## src/rtl/multicycle_control.sv

```systemverilog
// Multi-cycle RV32I control FSM: sequences fetch/decode/execute/mem/writeback, with a bus watchdog and an absorbing trap state.
// Define ILLEGAL_TRAP_EN to trap on unknown opcodes (illegal=1); otherwise they retire as NOPs.
module multicycle_control #(
  parameter int TIMEOUT = 16,
  parameter int CNT_W   = 8
) (
  input  logic        clk,
  input  logic        rst_n,
  input  logic        imem_ack,
  input  logic [31:0] idata,
  input  logic        dmem_ack,
  input  logic [1:0]  daddr_lo,
  output logic        imem_req,
  output logic        ir_write,
  output logic        pc_inc,
  output logic [1:0]  aluop,
  output logic [1:0]  alusrc,
  output logic        regwrite,
  output logic        memtoreg,
  output logic        branch,
  output logic        jump,
  output logic        dmem_req,
  output logic        dmem_we,
  output logic [3:0]  dwe,
  output logic        trap,
  output logic        bus_err,
  output logic        illegal,
  output logic [2:0]  state_o
);
  typedef enum logic [2:0] {
    BOOT      = 3'd0,
    FETCH     = 3'd1,
    DECODE    = 3'd2,
    EXECUTE   = 3'd3,
    MEM       = 3'd4,
    WRITEBACK = 3'd5,
    TRAP      = 3'd7
  } state_t;

  localparam logic [6:0] OP_R      = 7'b0110011;
  localparam logic [6:0] OP_I      = 7'b0010011;
  localparam logic [6:0] OP_LUI    = 7'b0110111;
  localparam logic [6:0] OP_AUIPC  = 7'b0010111;
  localparam logic [6:0] OP_JAL    = 7'b1101111;
  localparam logic [6:0] OP_JALR   = 7'b1100111;
  localparam logic [6:0] OP_LOAD   = 7'b0000011;
  localparam logic [6:0] OP_STORE  = 7'b0100011;
  localparam logic [6:0] OP_BRANCH = 7'b1100011;

  localparam bit             WD_EN    = (TIMEOUT != 0);
  localparam logic [CNT_W-1:0] CNT_LAST = (TIMEOUT != 0) ? CNT_W'(TIMEOUT - 1) : '0;

  state_t           state, state_nx;
  logic [31:0]      ir;
  logic [CNT_W-1:0] cnt;
  logic             bus_err_q;
  logic             bus_req, bus_ack, wd_fire;

  logic [6:0] opc;
  logic       is_load, is_store, is_branch, is_jump, is_alu, is_wb, is_known;
  logic       unused_ir;

  assign opc       = ir[6:0];
  assign is_load   = (opc == OP_LOAD);
  assign is_store  = (opc == OP_STORE);
  assign is_branch = (opc == OP_BRANCH);
  assign is_jump   = (opc == OP_JAL) || (opc == OP_JALR);
  assign is_alu    = (opc == OP_R) || (opc == OP_I);
  assign is_wb     = is_alu || is_jump || (opc == OP_LUI) || (opc == OP_AUIPC);
  assign is_known  = is_wb || is_load || is_store || is_branch;
  assign unused_ir = ^{ir[31:14], ir[11:7]};

`ifdef ILLEGAL_TRAP_EN
  logic illegal_q, illegal_set;
  assign illegal = illegal_q;
`else
  assign illegal = 1'b0;
`endif

  assign state_o = state;
  assign bus_err = bus_err_q;

  always_comb begin
    state_nx = state;
    imem_req = 1'b0;
    ir_write = 1'b0;
    pc_inc   = 1'b0;
    aluop    = 2'b00;
    alusrc   = 2'b00;
    regwrite = 1'b0;
    memtoreg = 1'b0;
    branch   = 1'b0;
    jump     = 1'b0;
    dmem_req = 1'b0;
    dmem_we  = 1'b0;
    dwe      = 4'b0000;
    trap     = 1'b0;
    bus_req  = 1'b0;
    bus_ack  = 1'b0;
    wd_fire  = 1'b0;
`ifdef ILLEGAL_TRAP_EN
    illegal_set = 1'b0;
`endif

    if (state inside {DECODE, EXECUTE, MEM, WRITEBACK}) begin
      aluop  = is_branch ? 2'b01 : (is_alu ? 2'b10 : 2'b00);
      alusrc = (opc == OP_AUIPC) ? 2'b11 :
               ((is_store || is_load || opc == OP_I || opc == OP_LUI) ? 2'b01 : 2'b00);
    end

    case (state)
      BOOT: state_nx = FETCH;
      FETCH: begin
        imem_req = 1'b1;
        bus_req  = 1'b1;
        bus_ack  = imem_ack;
        if (imem_ack) begin
          ir_write = 1'b1;
          pc_inc   = 1'b1;
          state_nx = DECODE;
        end
      end
      DECODE: begin
        if (is_known) begin
          state_nx = EXECUTE;
        end else begin
`ifdef ILLEGAL_TRAP_EN
          state_nx    = TRAP;
          illegal_set = 1'b1;
`else
          state_nx    = FETCH;
`endif
        end
      end
      EXECUTE: begin
        if (is_load || is_store) begin
          state_nx = MEM;
        end else if (is_branch) begin
          branch   = 1'b1;
          state_nx = FETCH;
        end else if (is_wb) begin
          state_nx = WRITEBACK;
        end else begin
          state_nx = FETCH;
        end
      end
      MEM: begin
        dmem_req = 1'b1;
        dmem_we  = is_store;
        bus_req  = 1'b1;
        bus_ack  = dmem_ack;
        if (is_store) begin
          case (ir[13:12])
            2'b00:   dwe = 4'b0001 << daddr_lo;
            2'b01:   dwe = 4'b0011 << {daddr_lo[1], 1'b0};
            2'b10:   dwe = 4'b1111;
            default: dwe = 4'b0000;
          endcase
        end
        if (dmem_ack) state_nx = is_load ? WRITEBACK : FETCH;
      end
      WRITEBACK: begin
        regwrite = 1'b1;
        memtoreg = is_load;
        jump     = is_jump;
        state_nx = FETCH;
      end
      TRAP:    trap = 1'b1;
      default: state_nx = BOOT;
    endcase

    // An ack in the expiry cycle takes priority over the watchdog.
    if (WD_EN && bus_req && !bus_ack && (cnt == CNT_LAST)) begin
      state_nx = TRAP;
      wd_fire  = 1'b1;
    end
  end

  always_ff @(posedge clk or negedge rst_n) begin
    if (!rst_n) begin
      state     <= BOOT;
      ir        <= '0;
      cnt       <= '0;
      bus_err_q <= 1'b0;
    end else begin
      state <= state_nx;
      if (ir_write) ir <= idata;
      if ((state_nx != state) || !bus_req || bus_ack) cnt <= '0;
      else                                           cnt <= cnt + 1'b1;
      if (wd_fire) bus_err_q <= 1'b1;
    end
  end

`ifdef ILLEGAL_TRAP_EN
  always_ff @(posedge clk or negedge rst_n) begin
    if (!rst_n)           illegal_q <= 1'b0;
    else if (illegal_set) illegal_q <= 1'b1;
  end
`endif

endmodule
```

## config.mk

```make
export PLATFORM = sky130hd
export DESIGN_NAME = multicycle_control
export DESIGN_NICKNAME = d
export VERILOG_FILES = /design/src/rtl/multicycle_control.sv
export SDC_FILE = /design/constraint.sdc
export NUM_CORES = 1
export LEC_CHECK = 0
export ABC_CLOCK_PERIOD_IN_PS = 3720
export CAP_MARGIN = 20
export CORE_MARGIN = 5
export CORE_UTILIZATION = 43
export CTS_CLUSTER_SIZE = 8
export DETAILED_ROUTE_END_ITERATION = 16
export GPL_TIMING_DRIVEN = 0
export PLACE_DENSITY = 0.85
export SETUP_SLACK_MARGIN = 0.15
export SKIP_CTS_REPAIR_TIMING = 1
export SYNTH_ARGS = -nofsm -noshare
export SYNTH_HDL_FRONTEND = slang
export SYNTH_SLANG_ARGS = --single-unit
```

## constraint.sdc

```tcl
create_clock -name clk -period 3.72 [get_ports clk]
set_clock_uncertainty 0.1 [all_clocks]
set_input_delay 0.372 -clock clk [delete_from_list [all_inputs] [get_ports clk]]
set_output_delay 0.372 -clock clk [all_outputs]
set_load 0.02 [all_outputs]
```

# Word level (Yosys, flattened, before mapping)
# Index checks and enable logic that the tools add are counted.
dict set report word_totals {
  ff_bits 26
  inputBits 38
  out_inout_bits 23
}
dict set report classes {
  n_addsub 1
  n_eq_ne 19
  shifts 2
  n_mux 34
  reduce_logical 22
}
# cell n
set ops {}
lappend ops {{7-bit by 6-bit equality test with 1-bit output (second input constant)} 3}
lappend ops {{7-bit equality test (second input constant)} 3}
lappend ops {{3-bit 2-to-1 mux} 7}
lappend ops {{3-bit case mux with 6 select lines} 1}
lappend ops {{1-bit 2-to-1 mux} 15}
lappend ops {{7-bit by 5-bit equality test with 1-bit output (second input constant)} 2}
lappend ops {{1-bit logical OR} 13}
lappend ops {{2-bit 2-to-1 mux} 6}
lappend ops {{4-bit case mux with 3 select lines} 1}
lappend ops {{3-bit equality test (second input constant)} 3}
lappend ops {{8-bit by 1-bit adder with 8-bit output (second input constant)} 1}
lappend ops {{8-bit by 4-bit equality test with 1-bit output (second input constant)} 1}
lappend ops {{4-bit 2-to-1 mux} 2}
lappend ops {{8-bit 2-to-1 mux} 1}
lappend ops {{7-bit by 2-bit equality test with 1-bit output (second input constant)} 1}
lappend ops {{3-bit by 2-bit equality test with 1-bit output (second input constant)} 2}
lappend ops {{4-bit nonzero test} 1}
lappend ops {{2-bit OR reduction} 2}
lappend ops {{1-bit by 2-bit left shift with 4-bit output (first input constant)} 1}
lappend ops {{2-bit by 2-bit left shift with 4-bit output (first input constant)} 1}
lappend ops {{3-bit by 1-bit equality test with 1-bit output (second input constant)} 1}
lappend ops {{3-bit zero test} 1}
lappend ops {{3-bit != test} 1}
lappend ops {{2-bit by 1-bit equality test with 1-bit output (second input constant)} 1}
lappend ops {{5 further kinds} 7}

# Depth between registers and ports, before layout
dict set report logic_depth {
  depth_word 15
  mapped_depth 5
  depth_no_buf 5
}

# Worst setup path after synthesis
# No wires, ideal clock.
dict set report synth_path {
  path_type {flip-flop to output port}
  from {reg state[0] (netlist: state_o[0])}
  to {out dwe[0]}
  arrival_ns 1.726
  required_time_ns 3.248
  path_slack_ns 1.522
  stages_incl_launch_ff 5
  path_buffers 0
  cell_sequence {dfrtp_1 -> nand2b_1 -> nor2_1 -> nand4_1 -> a21oi_1}
}
dict set report synth_via {
  elab_chain_cells 2
}
# item line_no
set synth_rtl {}
lappend synth_rtl {{start, declared} 53} ;# state_t state, state_nx;
lappend synth_rtl {{start signal, assigned} 186} ;# state <= state_nx;
lappend synth_rtl {{3-bit equality test} 111} ;# case (state)
lappend synth_rtl {{4-bit 2-to-1 mux} 111}
lappend synth_rtl {{end, declared} 24} ;# output logic [3:0] dwe,
# Every way passes these cells.

# Final worst setup path
dict set report layout_path {
  from {reg state[0] (netlist: state_o[0])}
  to {out dwe[1]}
}
# The elaborated chain is that of the path after synthesis.

==> run summary <==
SYNTHESIS
--------------------------------------------------------------------------------------------------------
Post-synth cell types                                                                                 42
Mapped Area                                                                                 0.001245 mm2
Multiplexer share of the synthesized area                                                         10.25%
Mean instance size in the synthesized netlist                                                  9.960 um2
Simple-gate share of the synthesized area                                                         26.43%
Share of the synthesized netlist area taken by xor and xnor gates                                 4.221%
EDFF count, synth                                                                                      0
Cell type with the highest aggregate area in the netlist                                         dfrtp_1
Gate count of the mapped netlist                                                                     125
Synth warn                                                                                             0
Proportion of synthesized chip area in sequential cells                                           42.21%
Fraction of the mapped netlist area in compound gates                                             10.95%
Fraction of registers with async set or reset after synthesis                                     100.0%
Main combinational cell family by area after synthesis                                      simple AND/OR/NAND/NOR gates
Top FF cell, synth                                                                               dfrtp_1
Share of synthesized cell area in full adder, half adder and majority cells                       1.005%
Largest cells by area after synthesis                                                       dfrtp_1 (42%), mux2_4 (8.4%), nor2_1 (5.4%), xor2_1 (3.5%), a21oi_1 (2.4%)
Flops & latches, synth                                                                                21
Portion of synthesized cell area occupied by the leading cell type                                42.21%
Net count after synthesis                                                                            164

DIE
--------------------------------------------------------------------------------------------------------
Row Count                                                                                             19
Floorplan die height                                                                            63.81 um
Die Span X                                                                                      63.81 um
Die area                                                                                    0.004071 mm2
Starting density of the core                                                                      45.15%
Placeable Area                                                                              0.002758 mm2
Number of ports placed on the die boundary                                                            61

DRT
--------------------------------------------------------------------------------------------------------
Mean number of vias per cell                                                                       5.513
Average wire per standard cell                                                                  15.80 um
Iteration-0 DRC count of the detailed router                                                          60
Overall via count from detail_route                                                                 1086
Detailed-route DRC error count                                                                         0
Antenna-violating nets left                                                                            0
Detailed-router iteration count before antenna repair                                                  4
Total length of routed wires                                                                     3112 um

WORST SETUP PATH
--------------------------------------------------------------------------------------------------------
Number of cells traversed by the worst register-to-register path                                       5
Endpoint type of the worst setup path                                                       primary output
Worst endpoint required time                                                                     3250 ps
Start of the worst register-to-register path                                                cnt[0]$_DFF_PN0_
Critical-path maximum fanout                                                                           7
Worst path arrival time                                                                          2290 ps
Launching element type of the critical path                                                     register
Terminus of the critical flop-to-flop path                                                  state_o[1]$_DFF_PN0_
Worst reg-to-reg setup slack                                                                     2050 ps
Setup Crit Path Kind                                                                             reg2out

PWR
--------------------------------------------------------------------------------------------------------
Static power due to leakage                                                                    0.7256 nW
Pint                                                                                            554.7 uW
Part of the total power dissipated in sequential elements                                          41.3%
Comb power frac                                                                                    46.6%
Sw Pwr                                                                                          351.4 uW
Maximum resistive drop on vdd                                                                  0.3782 mV
Fraction of power consumed by the clock network                                                    12.1%
PwrDens                                                                                     534.0 mW/mm2
Sw Ratio                                                                                          38.78%

FINISH
--------------------------------------------------------------------------------------------------------
Highest-count cells in the layout ignoring fill and taps                                    clkdlybuf4s50_1 (36), dfrtp_1 (21), nor2_1 (18)
Non-filler instance count after layout                                                               197
Most common library cell in the layout ignoring fill and taps                               clkdlybuf4s50_1
Share of layout cells above drive strength 1                                                      17.47%
Number of antenna cells inserted                                                                       0
Count of filler cells inserted in the layout                                                         228
Layout overhead on the synthesized area                                                           36.28%
Net count of the finished layout                                                                     206

GLOBAL ROUTING
--------------------------------------------------------------------------------------------------------
Overflow after GRT                                                                                     0
Maximum number of pins on one net before global-route repair                                          22
Wire length of the first global-routing pass                                                     5168 um
Initial antenna violation count                                                                        0
Global routing usage summed across all routing layers                                             15.77%
Vias in the first global route                                                                      1118

MIN PATH
--------------------------------------------------------------------------------------------------------
Class of the tightest hold or removal check                                                     in2async

STA
--------------------------------------------------------------------------------------------------------
Hold Vio Cnt, Final                                                                                    0
Count of pins over their slew limit                                                                    0
Setup TNS                                                                                           0 ps
Worst hold slack across all endpoints                                                           133.9 ps
Maximum clock rate                                                                            0.3625 GHz
Fraction of the cycle the final worst path needs                                                  74.15%
Final critical path time including I/O delays and setup                                          2758 ps
Setup repair after global routing missed its margin                                                false
Number of endpoints failing setup at the final stage                                                   0

FLOW RUN
--------------------------------------------------------------------------------------------------------
Max Cap Viol                                                                                           0

CLOCK TREE
--------------------------------------------------------------------------------------------------------
TritonCTS Buffers                                                                                      3
Buffer type at the clock tree root                                                              clkbuf_4
Number of levels the H-tree was split into                                                             1
Clock tree from TritonCTS                                                                          built
Post-CTS clock slew at the launch and capture registers of the worst setup and hold paths         120 ps
TritonCTS sink count                                                                                  21
Max clock buf depth                                                                                    2
Clk_lat worst skew                                                                                300 ps

PLACE
--------------------------------------------------------------------------------------------------------
Total of buffers placed on input and output ports                                                     36
Cell count after placement                                                                           192
Final HPWL from detailed placement                                                               2422 um
Routability-driven placement congestion ratio                                                     0.8258

OUTCOME
--------------------------------------------------------------------------------------------------------
Result of the run                                                                           complete, no violations

-- power by group through the flow --
stage,clock network [mW],logic (mW),registers (mW)
2_1_floorplan,0,0.291,0.364
5_1_grt,0.126,0.458,0.386
3_5_place_dp,0,0.414,0.377
3_3_place_gp,0,0.399,0.369
6_report,0.109,0.422,0.374
4_1_cts,0.116,0.418,0.371
-- cells in the mapped netlist, types with 2 or more instances --
cell / n
dfrtp_1: 21
nor2_1: 18
nand2_1: 8
mux2_4: 7
a21oi_1: 6
xor2_1: 5
inv_1: 4
nand2b_1: 4
nand4_1: 4
o21ai_0: 4
or2_2: 4
nor3_1: 3
nor4_1: 3
buf_4: 2
buf_6: 2
mux2_2: 2
nand2b_4: 2
nand3_1: 2
-- layout make-up --
cell class | instances | area [um2] | area share (%)
clock inverter | 1 | 5.005 | 0.2950
buffer | 5 | 42.54 | 2.507
tap | 31 | 38.79 | 2.286
inverter | 4 | 15.01 | 0.8850
sequential | 21 | 525.5 | 30.97
timing repair buffer | 37 | 385.4 | 22.71
clock buffer | 3 | 22.52 | 1.327
multi-input combinational | 95 | 661.9 | 39.01
-- through the flow --
| stage | util, % | setup WS, ps | cell area [um2] | power [mW] |
|---|---|---|---|---|
| after floorplan | - | 1522 | 1245 | 0.6549 |
| after global placement | 59.62 | 1333 | 1644 | 0.7679 |
| after detailed placement | 59.62 | 1293 | 1644 | 0.7903 |
| after CTS | 60.62 | 987.4 | 1672 | 0.9053 |
| after global routing | 61.52 | 769.8 | 1697 | 0.9699 |
| final | 61.52 | 961.6 | 1697 | 0.9061 |
-- logic make-up after synthesis --
family,count (synthesis)
and+or+nand+nor,59
DFF,21
other,1
adders and majority gates,1
muxes,9
AOI/OAI and AO/OA,19
xor gates and xnor gates,6
buffers and inverters,9
-- worst max-delay path, cell delays in order, from the launching register on --
cell and delay [ps]:
dfrtp_1 480, nand2b_1 220, nor2_1 250, nand4_1 230, a21oi_1 190, clkdlybuf4s50_1 620
-- worst max path at each step --
stage          cells past startpoint      to  slack (ps)            startpoint
2_1_floorplan                      4  dwe[0]        1520  state_o[0]$_DFF_PN0_
3_3_place_gp                       5  pc_inc        1330              imem_ack
3_5_place_dp                       5  pc_inc        1290              imem_ack
4_1_cts                            5  dwe[1]         990  state_o[0]$_DFF_PN0_
5_1_grt                            5  dwe[1]         770  state_o[0]$_DFF_PN0_
6_report                           5  dwe[1]         960  state_o[0]$_DFF_PN0_
-- sequential cells by signal, summed over array words and instances (netlist names) --
name	count
bus_err	1
cnt	8
ir	9
state_o	3
-- per-layer routing --
layer	routed length [um]	vias to the layer above	global-route usage [%]
li1	-	522	-
met1	1325	524	17.54
met2	1595	36	28.02
met3	171	4	5.079
met4	20	0	5.455
met5	0	-	0
(Power assumes the default switching activity.)
